<file path="config.mk">
export PLATFORM = sky130hd
export DESIGN_NAME = reg_writeback_ctrl
export DESIGN_NICKNAME = d
export VERILOG_FILES = /design/src/rtl/reg_writeback_ctrl_pkg.sv /design/src/rtl/reg_writeback_ctrl_wb_fifo.sv /design/src/rtl/reg_writeback_ctrl.sv
export SDC_FILE = /design/constraint.sdc
export NUM_CORES = 1
export LEC_CHECK = 0
export ABC_AREA = 1
export BUFFER_PORTS_ARGS = -buffer_cell sky130_fd_sc_hd__buf_2
export CAP_MARGIN = 20
export CORE_ASPECT_RATIO = 1.75
export CORE_UTILIZATION = 59
export CTS_CLUSTER_DIAMETER = 50
export DETAILED_ROUTE_END_ITERATION = 8
export PLACE_DENSITY = 0.81
export SYNTH_ARGS = -nofsm -noshare
export SYNTH_HDL_FRONTEND = slang
export SYNTH_SLANG_ARGS = --single-unit
</file>
<file path="constraint.sdc">
create_clock -name clk -period 2.2 [get_ports clk]
set_input_delay 0.33 -clock clk [delete_from_list [all_inputs] [get_ports clk]]
set_output_delay 0.33 -clock clk [all_outputs]
set_load 0.02 [all_outputs]
</file>
<file path="src/rtl/reg_writeback_ctrl_pkg.sv">
// Shared register-file definitions for the writeback path.
// Also defines the FIFO entry layout used between the top level and the FIFO.
package reg_writeback_ctrl_pkg;

  localparam int REG_ADDR_W = 3;
  localparam int DATA_W     = 8;
  localparam int NUM_REGS   = 8;
  localparam int ENTRY_W    = REG_ADDR_W + DATA_W;

  localparam logic [REG_ADDR_W-1:0] R0_ADDR = 3'b000;

  typedef struct packed {
    logic [REG_ADDR_W-1:0] rd;
    logic [DATA_W-1:0]     data;
  } wb_entry_t;

endpackage

</file>
<file path="src/rtl/reg_writeback_ctrl_wb_fifo.sv">
// Writeback FIFO: circular storage with push/pop/count.
// Also reports per-age destination matches; age 0 is the oldest entry.
module wb_fifo
  import reg_writeback_ctrl_pkg::*;
#(
  parameter int DEPTH = 4
) (
  input  logic                      clk,
  input  logic                      rst_n,
  input  logic                      i_push,
  input  logic [ENTRY_W-1:0]        i_push_entry,
  input  logic                      i_pop,
  output logic [ENTRY_W-1:0]        o_head,
  output logic [$clog2(DEPTH):0]    o_count,
  input  logic [REG_ADDR_W-1:0]     i_match_reg,
  output logic [DEPTH-1:0]          o_match_vec,
  output logic [DEPTH*DATA_W-1:0]   o_age_data
);

  localparam int PTR_W = $clog2(DEPTH);
  localparam int CNT_W = PTR_W + 1;

  logic [ENTRY_W-1:0] r_mem [DEPTH];
  logic [PTR_W-1:0]   r_wr_ptr;
  logic [PTR_W-1:0]   r_rd_ptr;
  logic [CNT_W-1:0]   r_count;

  // Storage carries no reset; validity is tracked purely by the pointers and count.
  always_ff @(posedge clk) begin
    if (i_push) begin
      r_mem[r_wr_ptr] <= i_push_entry;
    end
  end

  always_ff @(posedge clk or negedge rst_n) begin
    if (!rst_n) begin
      r_wr_ptr <= '0;
      r_rd_ptr <= '0;
      r_count  <= '0;
    end else begin
      if (i_push) begin
        r_wr_ptr <= r_wr_ptr + 1'b1;
      end
      if (i_pop) begin
        r_rd_ptr <= r_rd_ptr + 1'b1;
      end
      case ({i_push, i_pop})
        2'b10:   r_count <= r_count + 1'b1;
        2'b01:   r_count <= r_count - 1'b1;
        default: r_count <= r_count;
      endcase
    end
  end

  assign o_head  = r_mem[r_rd_ptr];
  assign o_count = r_count;

  genvar gi;
  generate
    for (gi = 0; gi < DEPTH; gi++) begin : g_age
      logic [PTR_W-1:0] w_idx;
      wb_entry_t        w_entry;
      logic             w_valid;

      assign w_idx    = r_rd_ptr + PTR_W'(gi);
      assign w_entry  = r_mem[w_idx];
      assign w_valid  = (CNT_W'(gi) < r_count);
      assign o_match_vec[gi] = w_valid && (w_entry.rd == i_match_reg);
      assign o_age_data[gi*DATA_W +: DATA_W] = w_entry.data;
    end
  endgenerate

endmodule

</file>
<file path="src/rtl/reg_writeback_ctrl.sv">
// Writeback initiator: arbitrates ALU/load requests into a FIFO, drains one entry
// per cycle onto the register-file write port and forwards pending results to decode.
module reg_writeback_ctrl
  import reg_writeback_ctrl_pkg::*;
#(
  parameter int DEPTH      = 4,
  parameter bit R0_DISCARD = 1'b0
) (
  input  logic                   clk,
  input  logic                   rst_n,
  input  logic                   i_alu_valid,
  input  logic [2:0]             i_alu_reg,
  input  logic [7:0]             i_alu_data,
  output logic                   o_alu_ready,
  input  logic                   i_ld_valid,
  input  logic [2:0]             i_ld_reg,
  input  logic [7:0]             i_ld_data,
  output logic                   o_ld_ready,
  output logic                   o_rf_write_enable,
  output logic [2:0]             o_rf_write_reg,
  output logic [7:0]             o_rf_write_data,
  input  logic [2:0]             i_fwd_reg,
  output logic                   o_fwd_hit,
  output logic [7:0]             o_fwd_data,
  output logic [$clog2(DEPTH):0] o_wb_count,
  output logic                   o_wb_idle
);

  localparam int CNT_W = $clog2(DEPTH) + 1;

  logic [CNT_W-1:0]        w_count;
  logic                    w_full;
  logic                    w_empty;
  logic                    w_alu_fire;
  logic                    w_ld_fire;
  logic                    w_discard;
  logic                    w_push;
  logic                    w_pop;
  wb_entry_t               w_push_entry;
  wb_entry_t               w_head;
  logic [DEPTH-1:0]        w_match_vec;
  logic [DEPTH*DATA_W-1:0] w_age_data;
  logic                    w_fwd_hit;
  logic [DATA_W-1:0]       w_fwd_data;

  logic                    r_rf_write_enable;
  logic [REG_ADDR_W-1:0]   r_rf_write_reg;
  logic [DATA_W-1:0]       r_rf_write_data;

  assign w_full  = (w_count == CNT_W'(DEPTH));
  assign w_empty = (w_count == '0);

  // Ready ignores a same-cycle pop so the accept path never depends on the drain.
  assign o_alu_ready = !w_full;
  assign o_ld_ready  = !w_full && !i_alu_valid;

  assign w_alu_fire = i_alu_valid && o_alu_ready;
  assign w_ld_fire  = i_ld_valid && o_ld_ready;

  assign w_push_entry.rd   = w_alu_fire ? i_alu_reg  : i_ld_reg;
  assign w_push_entry.data = w_alu_fire ? i_alu_data : i_ld_data;

  assign w_discard = R0_DISCARD && (w_push_entry.rd == R0_ADDR);
  assign w_push    = (w_alu_fire || w_ld_fire) && !w_discard;
  assign w_pop     = !w_empty;

  wb_fifo #(
    .DEPTH (DEPTH)
  ) u_fifo (
    .clk          (clk),
    .rst_n        (rst_n),
    .i_push       (w_push),
    .i_push_entry (w_push_entry),
    .i_pop        (w_pop),
    .o_head       (w_head),
    .o_count      (w_count),
    .i_match_reg  (i_fwd_reg),
    .o_match_vec  (w_match_vec),
    .o_age_data   (w_age_data)
  );

  always_ff @(posedge clk or negedge rst_n) begin
    if (!rst_n) begin
      r_rf_write_enable <= 1'b0;
      r_rf_write_reg    <= '0;
      r_rf_write_data   <= '0;
    end else begin
      r_rf_write_enable <= w_pop;
      if (w_pop) begin
        r_rf_write_reg  <= w_head.rd;
        r_rf_write_data <= w_head.data;
      end
    end
  end

  // The write stage is older than every FIFO entry, so it is checked first and any
  // FIFO match overrides it; ascending age order leaves the youngest match in place.
  always_comb begin
    w_fwd_hit  = 1'b0;
    w_fwd_data = '0;
    if (r_rf_write_enable && (r_rf_write_reg == i_fwd_reg)) begin
      w_fwd_hit  = 1'b1;
      w_fwd_data = r_rf_write_data;
    end
    for (int k = 0; k < DEPTH; k++) begin
      if (w_match_vec[k]) begin
        w_fwd_hit  = 1'b1;
        w_fwd_data = w_age_data[k*DATA_W +: DATA_W];
      end
    end
  end

  assign o_fwd_hit         = w_fwd_hit;
  assign o_fwd_data        = w_fwd_data;
  assign o_rf_write_enable = r_rf_write_enable;
  assign o_rf_write_reg    = r_rf_write_reg;
  assign o_rf_write_data   = r_rf_write_data;
  assign o_wb_count        = w_count;
  assign o_wb_idle         = w_empty && !r_rf_write_enable;

endmodule

</file>
======== Yosys cells after proc, flatten, opt, wreduce, memory -nomap -nowiden ========
Memories as Yosys holds them, arrays and structs flattened.
Cells that the tools add are included.
word-level totals
  bits in registers ....................... 19
  RAM bits ................................ 44
  bits of input ports ..................... 29
  output and inout port bits .............. 27
  word-level logic and storage cells ...... 56
  memories kept ........................... 1
cells by class
  $add $sub $neg .......................... 6
  magnitude comparators ................... 4
  eq/ne operators ......................... 8
  mux-type cells .......................... 15
  reductions and logical operators ........ 16
memories
  memory        words  width  rd ports  clocked after Yosys merged registers in  wr ports  RTL line                          source
  u_fifo.r_mem  4      11     4         0                                        1         reg_writeback_ctrl_wb_fifo.sv:23  logic [ENTRY_W-1:0] r_mem [DEPTH];
operators by type and width
  operator                                             count
  2-to-1 mux 8 bit                                     6
  equality test 3 bit                                  5
  logical AND 1 bit                                    9
  2-to-1 mux 1 bit                                     7
  < comparator 1 x 3 -> 1 bit, first input constant    2
  < comparator 2 x 3 -> 1 bit, first input constant    2
  case mux 3 bit (2 select lines)                      1
  adder 2 x 1 -> 2 bit, second input constant          2
  adder 2 bit, second input constant                   2
  logical NOT 1 bit                                    4
  adder 3 x 1 -> 3 bit, second input constant          1
  equality test 3 bit, second input constant           1
  logical NOT 3 bit                                    1
  2-to-1 mux 3 bit                                     1
  subtractor 3 x 1 -> 3 bit, second input constant     1
  equality test 2 x 1 -> 1 bit, second input constant  1
  equality test 2 bit, second input constant           1
  nonzero test 2 bit                                   1
  logical OR 1 bit                                     1

======== Depth between registers and ports, before layout ========
  depth in word-level cells ............... 7
  mapped depth ............................ 16
  depth with buffers taken out ............ 14

======== Cells and area by module ========
From an unflattened synthesis, not the netlist that was laid out.
second synthesis, totals
  cell total of the unflattened synthesis .. 598
  area, all modules ....................... 4260.3 um^2
modules (own cells, without submodules)
  module              instances  cells each  area an instance (um^2)  sequential area each (um^2)
  wb_fifo             1          408         3170.5                   1496.4
  reg_writeback_ctrl  1          190         1089.8                   300.3

======== Least setup slack after synthesis ========
Ideal clock, no wire load.
  kind .................................... register -> register
  from .................................... register u_fifo.r_count[0], in the netlist u_fifo.o_count[0]
  to ...................................... memory u_fifo.r_mem[0][0] (netlist name) (enable)
  library setup time ...................... 378 ps
  arrival time ............................ 1832 ps
  required time ........................... 1822 ps
  setup slack ............................. -10 ps
  stages on the path, launching flop included .. 6
  buffers on the path ..................... 0
  clock period less this slack ............ 2210 ps
  cells stage by stage .................... dfrtp_1 -> inv_1 -> ha_1 -> nand2_1 -> o21ai_1 -> nor2_1
on the way
  cells in the longest elaborated chain, start to end .. 7
  elaborated cells on any way between the ends .. 8
  those cells by class .................... 1 x eq/ne; 2 x mux; 5 x reduce/logical
ends and longest elaborated chain
  item                                      RTL line                          source
  start, declared                           reg_writeback_ctrl_wb_fifo.sv:26  logic [CNT_W-1:0] r_count;
  start signal, assigned                    reg_writeback_ctrl_wb_fifo.sv:48  2'b10: r_count <= r_count + 1'b1;
  start signal, assigned                    reg_writeback_ctrl_wb_fifo.sv:49  2'b01: r_count <= r_count - 1'b1;
  start signal, assigned                    reg_writeback_ctrl_wb_fifo.sv:50  default: r_count <= r_count;
  equality test 3 bit *                     reg_writeback_ctrl.sv:50          assign w_full = (w_count == CNT_W'(DEPTH));
  logical NOT 1 bit *                       reg_writeback_ctrl.sv:54          assign o_alu_ready = !w_full;
  named net o_alu_ready                     reg_writeback_ctrl.sv:14          output logic o_alu_ready,
  logical AND 1 bit                         reg_writeback_ctrl.sv:55          assign o_ld_ready = !w_full && !i_alu_valid;
  logical AND 1 bit                         reg_writeback_ctrl.sv:58          assign w_ld_fire = i_ld_valid && o_ld_ready;
  logical OR 1 bit *                        reg_writeback_ctrl.sv:64          assign w_push = (w_alu_fire || w_ld_fire) && !w_discard;
  2-to-1 mux 1 bit *                        reg_writeback_ctrl_wb_fifo.sv:30  if (i_push) begin
  2-to-1 mux 1 bit (not written as such) *  reg_writeback_ctrl_wb_fifo.sv:31  r_mem[r_wr_ptr] <= i_push_entry;
  end, declared                             reg_writeback_ctrl_wb_fifo.sv:23
The timed path passes the listed nets; every way through them passes the cells marked *.

======== Final worst setup path ========
  from .................................... register u_fifo.r_rd_ptr[0]
  to ...................................... output o_fwd_data[7]
on the way
  cells in the longest elaborated chain, start to end .. 7
  elaborated cells on any way between the ends .. 16
  those cells by class .................... 3 x add/sub; 4 x eq/ne; 4 x mux; 4 x reduce/logical; 1 x memory
ends and longest elaborated chain
  item                                                                RTL line                                                     source
  start, declared                                                     reg_writeback_ctrl_wb_fifo.sv:25                             logic [PTR_W-1:0] r_rd_ptr;
  start signal, assigned                                              reg_writeback_ctrl_wb_fifo.sv:45                             r_rd_ptr <= r_rd_ptr + 1'b1;
  adder 2 x 1 -> 2 bit / memory (4 x 11 bit) (equally long branches)  n/a
  memory (4 x 11 bit) *                                               n/a
  equality test 3 bit / logical AND 1 bit (equally long branches)     reg_writeback_ctrl_wb_fifo.sv:68                             assign o_match_vec[gi] = w_valid && (w_entry.rd == i_match_reg);
  logical AND 1 bit / 2-to-1 mux 8 bit (equally long branches)        reg_writeback_ctrl_wb_fifo.sv:68, reg_writeback_ctrl.sv:106
  2-to-1 mux 8 bit (2 in a row)                                       reg_writeback_ctrl.sv:106                                    if (w_match_vec[k]) begin
  2-to-1 mux 8 bit *                                                  reg_writeback_ctrl.sv:106
  end, declared                                                       reg_writeback_ctrl.sv:24                                     output logic [7:0] o_fwd_data,
Every way passes the cells marked *; elsewhere a longest branch is shown, timed or not.

==> impl_metrics.csv <==
group,metric,value,unit
status,status,"complete, but fails checks",
status,violations,"setup timing",
synthesis,synth-seq-cells,63,
synthesis,ys_warn_count,0,
routing,postRouteWirelength,10.4,mm
global_routing,grt_max_degree,33,
synthesis,postSynthCellCount,577,
sta,fmax,383,MHz
critical_path,cp-start-kind,"flop",
sta,finalHoldViolations,0,
global_routing,grt_pass1_wl,16.6,mm
placement,gp_congestion,0.889,
cells_and_area,final_area,0.00529,mm2
global_routing,met2_usage,49.6,%
global_routing,met3_usage,4.86,%
cts,root_buffer,"clkbuf_16",
die,fp.dieW,66.7,um
die,coreArea,0.00696,mm2
synthesis,synth-main-ff-cell,"edfxtp_1",
routing,vias,3983,
synthesis,synth_area,0.00432,mm2
synthesis,yosys.area.top_type_share,30.6,%
synthesis,synth.area.mux_share,4.72,%
sta,setup_viol,9,
power_and_ir_drop,vdd_drop_max,0.00124,V
synthesis,ys_seq_area_share,41.6,%
synthesis,post-synth-top-area-cell,"edfxtp_1",
cells_and_area,nFillCells,540,
placement,placed_cell_area,0.00477,mm2
sta,slew_violations,0,
cells_and_area,regArea,0.00180,mm2
critical_path,cp-end-kind,"output port",
cts,clk_pin_slew_worst_paths,0.05,ns
worst_hold_path,min_path_type,"input pin to flop",
synthesis,postSynth.asyncResetShare,30.2,%
global_routing,grtUsageMet1,33.2,%
cells_and_area,drive_gt1_share,24.9,%
synthesis,synthAdderAreaFrac,2.61,%
sta,worst_slack,-0.411,ns
die,num_io_pins,56,
cells_and_area,area_growth,22.5,%
sta,slew_headroom,66.4,%
synthesis,synth-edff-count,44,
sta,finalCriticalPeriod,2.61,ns
die,die_h,115,um
flow_run,maxCapViolCount,0,
cells_and_area,diodes,0,
synthesis,synth-xor-area-share,1.42,%
sta,worst_pin_slew,0.504,ns
cts,clockBufferDepth,2,
critical_path,r2r_setup_slack,0.38,ns
cts,cts_tree,"yes",
power_and_ir_drop,leakagePower,2.62,nW
die,die-area,0.00768,mm2
synthesis,syn_area_per_cell,7.48,um2
power_and_ir_drop,p_per_area,1840,mW/mm2
critical_path,crit_type,"flop to output port",
sta,final.setup_skew,0.00617,ns
placement,port_buffers,55,
cells_and_area,fin_cells,751,
placement,dp_cells,721,
synthesis,synth_compound_area_share,7.33,%
cts,htreeDepth,3,
critical_path,worstRegToRegCells,9,
sta,fin_crit_sh,119,%
cts,clock_sinks,63,
synthesis,synth_top_family_by_area,"simple AND/OR/NAND/NOR gates",
critical_path,rr_startpoint,"u_fifo.o_count[0]",
synthesis,synth_cell_types,34,
critical_path,worstPathArrival,2.28,ns
critical_path,r2r-end,"u_fifo.o_count[2]",
cells_and_area,top_register,"u_fifo.r_mem",
critical_path,crit_path_max_fanout,6,
routing,wire_per_inst,13.9,um
synthesis,synth.area.top_cells,"edfxtp_1 (31%), nand2_1 (22%), dfrtp_1 (11%)",
global_routing,antenna_found_initial,0,
routing,ant_nets,0,
synthesis,synthMostInstantiatedCell,"nand2_1",
global_routing,grt_use_total,29.0,%
die,num_rows,40,
global_routing,busiest_layer,"met2",
routing,first_iter_violations,363,
global_routing,overflow,0,
routing,first_pass_iters,8,
cells_and_area,multi_input_area,0.00229,mm2
critical_path,worst_ep_required_time,1.87,ns
routing,drc,0,
synthesis,syn_nets,615,
die,initial_utilization,62.1,%
global_routing,first_global_vias,3706,
synthesis,synth_common_cells,"nand2_1 (257), nand3_1 (51), o21ai_0 (49)",
critical_path,critical_path.startpoint,"u_fifo.r_rd_ptr[0]",
synthesis,synthSimpleGateAreaFrac,34.2,%
placement,hpwlAfterDp,7.43,mm
cells_and_area,nets,700,
cts,clock_latency,0.33,ns
critical_path,critPathCapture,"o_fwd_data[7]",
sta,grt_setup_unrepaired,"true",
routing,via_per_inst,5.30,
cells_and_area,largest_register_ffs,44,
cts,cts_buffers,9,
==> critical path: stages, from the launching register on <==
cell	delay [ns]
dfrtp_2	0.46
clkinv_4	0.11
buf_6	0.13
nand2_1	0.06
nand2_2	0.07
nand2_2	0.07
nand2_1	0.06
nand2_1	0.07
nand2_2	0.11
nor2_4	0.24
nand2_2	0.15
nand3_1	0.11
nand2_1	0.05
nand2_1	0.05
nand2_1	0.05
buf_4	0.15
==> cell type report <==
cell class              count  share of cell area [%]
inverters                  49                    3.67
clock inverters             5                    1.11
multi-input cells         446                    43.2
repair inverters            1                  0.0946
clock buffers              11                    4.40
repair buffers             92                    11.5
flip-flops and latches     63                    34.0
well taps                  84                    1.99
==> where the power goes <==
group	switching, mW	internal [mW]	leakage [nW]	total (mW)
sequential	0.284	1.80	0.626	2.09
combinational	4.00	2.28	1.86	6.27
clock	0.512	0.876	0.137	1.39
total	4.79	4.95	2.62	9.75
==> cells in the final DEF, fill, tap and decap left out, types with 2 or more instances in the layout <==
master,n
xor2_1,4
ha_1,9
nand3_1,46
o21ai_1,4
buf_12,2
buf_2,50
nor2_1,13
clkinv_4,3
dfrtp_2,2
dfrtp_1,17
mux2_2,11
a21oi_1,4
nor2_2,5
edfxtp_1,44
nand2_2,15
mux2i_1,8
xnor2_1,2
clkinv_1,2
clkbuf_16,9
clkbuf_1,2
nand2_4,6
buf_4,36
nand2_1,247
a21oi_2,2
nand3_2,8
nor2_4,5
inv_4,2
inv_1,45
buf_6,2
o21ai_0,48
==> worst min-delay path by stage <==
stage,from,endpoint,slack (ns),cells past startpoint
2_1_floorplan,rst_n,o_rf_write_data[0],0.03,0
3_3_place_gp,rst_n,o_rf_write_reg[1],0.32,1
3_5_place_dp,rst_n,o_rf_write_reg[0],0.33,1
4_1_cts,i_alu_data[6],u_fifo.r_mem[0][6],0.34,2
5_1_grt,i_alu_data[6],u_fifo.r_mem[3][6],0.36,2
6_report,i_alu_data[6],u_fifo.r_mem[0][6],0.35,2
==> cells by family after synthesis <==
kind of cell / Yosys count
simple gates: 344
buf+inv: 73
flops: 63
compound gates: 62
mux: 19
fa+ha+maj: 9
xor+xnor: 7
==> metal layers <==
layer | wire length [um] | vias to the layer above | part of all wire, %
met5 | 0 | - | 0
met4 | 388 | 0 | 3.7
met3 | 390 | 26 | 3.7
met2 | 5450 | 130 | 52
met1 | 4210 | 1796 | 40
li1 | - | 2031 | -
==> through the flow <==
step	power (mW)	util [%]	worst slack, ns	setup TNS (ns)	hold slack [ns]
after global routing	10.5	76.0	-0.530	-4.65	0.358
after CTS	9.35	74.2	-0.329	-2.86	0.343
after floorplan	6.19	-	-0.00996	-0.438	0.0344
after global placement	7.47	68.5	-0.00429	-0.00429	0.324
after detailed placement	7.64	68.5	-0.0588	-0.313	0.329
final	9.75	76.0	-0.411	-3.45	0.354
==> timing repair <==
| item | in CTS | in global routing |
|---|---|---|
| hold buffers | 1 | 0 |
| pin swaps | 3 | 7 |
| hold endpoints to repair | 19 | 0 |
| gates cloned | 3 | 3 |
| buffers inserted | 4 | 3 |
| resized for setup | 15 | 23 |
| setup endpoints to repair | 9 | 9 |
No activity file was read; power rests on OpenSTA's default activity.
